===== src/rtl/jtkicker_sdram_arb.sv =====
// Four-slot SDRAM read arbiter; each slot caches one 16-bit word behind a tag.
// Latency: request rises one edge after a miss; slot ok rises the cycle after the data_rdy edge.
// Backpressure: sdram_req/sdram_addr hold until sdram_ack; slots wait on ok, one access in flight.
// Ports: slotN_cs/slotN_addr request a word; slotN_ok/slotN_dout return the cached word;
//        sdram_req/sdram_addr/sdram_ack form the request handshake; data_rdy/data_read return data;
//        downloading invalidates every slot and blocks new accesses.
module jtkicker_sdram_arb #(
  parameter int AW = 22
) (
  input  logic          rst,
  input  logic          clk,
  input  logic          downloading,
  input  logic          slot0_cs,
  input  logic          slot1_cs,
  input  logic          slot2_cs,
  input  logic          slot3_cs,
  input  logic [AW-1:0] slot0_addr,
  input  logic [AW-1:0] slot1_addr,
  input  logic [AW-1:0] slot2_addr,
  input  logic [AW-1:0] slot3_addr,
  output logic          slot0_ok,
  output logic          slot1_ok,
  output logic          slot2_ok,
  output logic          slot3_ok,
  output logic [15:0]   slot0_dout,
  output logic [15:0]   slot1_dout,
  output logic [15:0]   slot2_dout,
  output logic [15:0]   slot3_dout,
  output logic          sdram_req,
  output logic [AW-1:0] sdram_addr,
  input  logic          sdram_ack,
  input  logic          data_rdy,
  input  logic [15:0]   data_read
);

  typedef enum logic [1:0] {ST_IDLE, ST_REQ, ST_WAIT} state_t;

  state_t        state_q, state_d;
  logic          req_q, req_d;
  logic [AW-1:0] addr_q, addr_d;
  logic [1:0]    gnt_q, gnt_d;
  logic          fill;

  logic [3:0]    valid_q;
  logic [AW-1:0] tag_q  [4];
  logic [15:0]   data_q [4];

  logic [3:0]    cs;
  logic [AW-1:0] addr [4];
  logic [3:0]    ok;
  logic [3:0]    miss;

  assign cs      = {slot3_cs, slot2_cs, slot1_cs, slot0_cs};
  assign addr[0] = slot0_addr;
  assign addr[1] = slot1_addr;
  assign addr[2] = slot2_addr;
  assign addr[3] = slot3_addr;

  always_comb begin
    for (int i = 0; i < 4; i++) begin
      ok[i] = cs[i] & valid_q[i] & (tag_q[i] == addr[i]);
    end
  end

  assign miss = cs & ~ok;

  assign slot0_ok   = ok[0];
  assign slot1_ok   = ok[1];
  assign slot2_ok   = ok[2];
  assign slot3_ok   = ok[3];
  assign slot0_dout = data_q[0];
  assign slot1_dout = data_q[1];
  assign slot2_dout = data_q[2];
  assign slot3_dout = data_q[3];
  assign sdram_req  = req_q;
  assign sdram_addr = addr_q;

  always_comb begin
    state_d = state_q;
    req_d   = req_q;
    addr_d  = addr_q;
    gnt_d   = gnt_q;
    fill    = 1'b0;
    if (downloading) begin
      // Download rewrites the ROM: drop any access in progress, nothing is granted.
      state_d = ST_IDLE;
      req_d   = 1'b0;
    end else begin
      case (state_q)
        ST_IDLE: begin
          if (|miss) begin
            if (miss[3])      gnt_d = 2'd3;
            else if (miss[2]) gnt_d = 2'd2;
            else if (miss[1]) gnt_d = 2'd1;
            else              gnt_d = 2'd0;
            addr_d  = addr[gnt_d];
            req_d   = 1'b1;
            state_d = ST_REQ;
          end
        end
        ST_REQ: begin
          if (sdram_ack) begin
            req_d   = 1'b0;
            state_d = ST_WAIT;
          end
        end
        ST_WAIT: begin
          if (data_rdy) begin
            // Tag comes from the latched address, so a slot that moved on stays a miss.
            fill    = 1'b1;
            state_d = ST_IDLE;
          end
        end
        default: begin
          state_d = ST_IDLE;
          req_d   = 1'b0;
        end
      endcase
    end
  end

  always_ff @(posedge clk or posedge rst) begin
    if (rst) begin
      state_q <= ST_IDLE;
      req_q   <= 1'b0;
      addr_q  <= '0;
      gnt_q   <= 2'd0;
      valid_q <= 4'b0;
      for (int i = 0; i < 4; i++) begin
        tag_q[i]  <= '0;
        data_q[i] <= 16'h0;
      end
    end else begin
      state_q <= state_d;
      req_q   <= req_d;
      addr_q  <= addr_d;
      gnt_q   <= gnt_d;
      for (int i = 0; i < 4; i++) begin
        if (downloading) begin
          valid_q[i] <= 1'b0;
        end else if (fill && (gnt_q == 2'(i))) begin
          valid_q[i] <= 1'b1;
          tag_q[i]   <= addr_q;
          data_q[i]  <= data_read;
        end
      end
    end
  end

endmodule


===== config.mk =====
export PLATFORM = sky130hd
export DESIGN_NAME = jtkicker_sdram_arb
export DESIGN_NICKNAME = d
export VERILOG_FILES = /design/src/rtl/jtkicker_sdram_arb.sv
export SDC_FILE = /design/constraint.sdc
export NUM_CORES = 1
export LEC_CHECK = 0
export CAP_MARGIN = 25
export CORE_ASPECT_RATIO = 2
export CORE_MARGIN = 4
export CORE_UTILIZATION = 50
export CTS_CLUSTER_DIAMETER = 40
export DETAILED_ROUTE_END_ITERATION = 10
export PLACE_DENSITY = 0.81
export SLEW_MARGIN = 5
export SYNTH_ARGS = -nofsm -noshare
export SYNTH_HDL_FRONTEND = slang
export SYNTH_SLANG_ARGS = --single-unit

===== constraint.sdc =====
create_clock -name clk -period 7.3 [get_ports clk]
set_clock_uncertainty 0.15 [all_clocks]
set_input_delay 1.46 -clock clk [delete_from_list [all_inputs] [get_ports clk]]
set_output_delay 1.46 -clock clk [all_outputs]
set_load 0.005 [all_outputs]

==> key figures <==
Outcome
  – Status: complete, no violations

STA
  – Period minus WS final: 5.365 ns
  – Final setup violation count: 0
  – Setup TNS: 0 ns
  – Slew Viols, Final: 0
  – Final hold violation count: 0
  – RSZ-0062 raised after global routing: false
  – Crit share post-route: 73.49%
  – Max-Slew Margin vs Limit: 35.75%
  – F_max: 186.4 MHz
  – Worst-margin pin slew: 0.9513 ns

Clocking
  – PostCTS Resize Cnt: 0
  – Root Buffer: clkbuf_16
  – Clock Latency Late Sink: 0.43 ns
  – Clock Sinks: 183
  – Setup bufs post-CTS: 0
  – Clock Pin Slew Worst Setup and Hold Paths: 0.06 ns
  – Longest Clk Path Bufs: 2
  – Num CTS Buffers: 17
  – TritonCTS clock tree: built
  – Post-CTS Hold Buffers: 0
  – H-Tree Depth: 4

Route
  – Vias: 6232
  – Final wirelength: 25260 µm
  – Starting DRT DRC Count: 358
  – Routed length per instance: 23.41 µm
  – Initial DRT Pass Iterations: 6
  – ANT nets after route: 0
  – DRC: 0
  – Avg Vias per Cell: 5.776

Final layout
  – Final nets: 976
  – Finished Core Util: 68.99%
  – Share of cells above drive strength 1: 5.943%
  – Filler instances: 1260
  – Non-Filler Instances: 1079
  – ANT cells: 0
  – P&R area growth vs syn: 34.44%

Critical path
  – Worst reg2reg path depth: 8
  – Setup crit end kind: primary output
  – Critical Path RT: 5.69 ns
  – Worst-path fanout max: 2
  – Crit start category: input pin
  – Critical path class: in2out
  – Arrival @ worst endpoint: 3.76 ns

GRT
  – Largest net degree at the start of global routing: 81
  – Initial antenna violation count: 0
  – Grt ovf: 0
  – Vias in the first global route: 6871
  – Global Route Usage Sum: 27.08%
  – First-pass GRT wire length: 38550 µm

Pwr
  – LEAKAGE: 5.443 nW
  – PwrDens: 268.8 mW/mm²
  – Worst vdd ir: 0.0001804 V

Synth
  – Sequential area share after synthesis: 54.30%
  – Syn_nets: 775
  – #FFs+latches synth: 183
  – Cells after synthesis: 662
  – Syn avg cell area: 12.74 µm²
  – Mapped Area: 0.008433 mm²
  – Synth cell types: 36
  – Synth warn: 0

Placed design
  – GPL Wtd Cong: 0.9402
  – Dpl hpwl: 18830 µm
  – PortBufs: 203
  – Placed cells: 1047

Floorplanning
  – Die footprint: 0.01913 mm²
  – Die Wd: 99.83 µm
  – Initial Util: 51.32%
  – Die Span Y: 191.7 µm
  – # rows: 66
  – Num ports: 204
  – Core area: 0.01643 mm²

Worst hold path
  – Hold crit path type: reg2reg
  – Hold path depth: 1

Job
  – Max_cap viols: 0
==> layout make-up <==
cell class / instances / area [µm²] / area share (%)
Clock inverter: 11 / 123.9 / 1.093
Timing Repair Buffer: 215 / 2155 / 19.00
Sequential cell: 183 / 4579 / 40.39
Inverter: 7 / 31.28 / 0.2759
Clock buffer: 20 / 456.7 / 4.028
Multi-Input combinational cell: 439 / 3736 / 32.95
Tap cell: 204 / 255.2 / 2.251
==> metal layers <==
metal,wire [µm],GRT usage (%)
met1,8500,27.88
met2,13620,48.76
met3,1443,5.489
met4,1689,17.46
met5,0,0
==> state kept, by name (all words and copies together), names as in the netlist <==
name	cells
tag_q	88
slot0_dout	16
slot2_dout	16
gnt_q	2
valid_q	4
slot1_dout	16
sdram_req	1
sdram_addr	22
state_q	2
slot3_dout	16
==> report_power, final <==
group          internal [mW]  leakage [nW]  switching, mW
clock                  0.521         0.278          0.382
combinational          0.417          2.74          0.318
sequential              1.23          2.43          0.178
==> critical path: stages <==
cell and delay [ns]:
clkdlybuf4s50_1 0.44, xor2_1 0.17, nor4_1 0.51, nand4_1 0.26, nor3_1 0.34, clkdlybuf4s50_1 0.56
==> kinds of logic (layout without fill, tap and decap cells) <==
| logic type | count (synthesis) | after routing | share of synthesized area, % |
|---|---|---|---|
| compound gates | 59 | 59 | 5.252 |
| xor+xnor | 88 | 88 | 9.139 |
| buf+inv | 40 | 253 | 1.973 |
| flops | 183 | 183 | 54.30 |
| mux | 174 | 174 | 22.91 |
| simple gates | 118 | 118 | 6.425 |
==> synth_stat cells <==
cell / instances / area [µm²]
o31ai_1: 1 / 7.510
nand3b_1: 1 / 7.510
a21o_1: 1 / 7.510
a21oi_1: 2 / 10.01
o41ai_1: 1 / 8.760
inv_2: 1 / 3.750
nand2b_1: 1 / 6.260
o31ai_4: 1 / 21.27
buf_1: 1 / 3.750
or3_1: 2 / 12.51
nand2_1: 28 / 105.1
mux2_1: 152 / 1712
xnor2_1: 20 / 175.2
nor4_1: 17 / 106.4
nor3_1: 4 / 20.02
clkbuf_1: 29 / 108.9
a31oi_1: 23 / 143.9
mux2i_1: 22 / 220.2
a41oi_1: 1 / 8.760
nor4b_1: 1 / 8.760
or2_1: 1 / 6.260
buf_2: 1 / 5.000
xor2_1: 68 / 595.6
o21ai_0: 1 / 5.000
o211a_1: 1 / 10.01
inv_1: 6 / 22.52
dfrtp_1: 183 / 4579
buf_6: 2 / 22.52
nand3_1: 4 / 20.02
nor2b_1: 1 / 6.260
nor2_1: 49 / 183.9
o21bai_1: 1 / 7.510
nand4_1: 8 / 50.05
o21ai_1: 4 / 20.02
a211o_1: 22 / 192.7
or3b_1: 1 / 8.760
==> worst paths after layout <==
path	start	end	slack [ns]
max	slot1_addr[17]	slot1_ok	1.93
min	slot0_dout[12]	slot0_dout[12]	0.34
max reg2reg	tag_q[3]	sdram_addr[15]	4.01
min reg2reg	slot0_dout[12]	slot0_dout[12]	0.34
max in group asynchronous	rst	slot2_dout[15]	4.65
min in group asynchronous	rst	tag_q[51]	1.30
==> cell usage in the layout, fill, tap and decap left out, types with 2 or more instances in the layout <==
| cell | netlist | final |
|---|---|---|
| clkdlybuf4s50_1 | 0 | 203 |
| dfrtp_1 | 183 | 183 |
| mux2_1 | 152 | 152 |
| xor2_1 | 68 | 68 |
| nor2_1 | 49 | 49 |
| nand2_1 | 28 | 28 |
| a31oi_1 | 23 | 23 |
| mux2i_1 | 22 | 22 |
| a211o_1 | 22 | 22 |
| xnor2_1 | 20 | 20 |
| nor4_1 | 17 | 17 |
| clkbuf_16 | 0 | 17 |
| buf_4 | 0 | 10 |
| nand4_1 | 8 | 8 |
| inv_1 | 6 | 5 |
| nor3_1 | 4 | 3 |
| o21ai_1 | 4 | 3 |
| clkinv_2 | 0 | 3 |
| clkinvlp_4 | 0 | 3 |
| nand3_1 | 4 | 2 |
| nand3_2 | 0 | 2 |
| inv_6 | 0 | 2 |
| a21oi_1 | 2 | 2 |
| clkbuf_8 | 0 | 2 |
| clkinv_4 | 0 | 2 |
| bufinv_16 | 0 | 2 |
==> per-stage QoR <==
stage               total power [mW]  hold slack (ns)  area [µm²]  worst slack, ns
floorplan                      1.704           0.2994        8433           0.7180
global placement               2.119           0.3213       10710            1.897
detailed placement             2.161           0.3237       10730            1.902
CTS                            3.070           0.3469       11310            1.888
global route                   3.182           0.3632       11340            1.891
finish                         3.047           0.3382       11340            1.935
(Power assumes the default switching activity.)
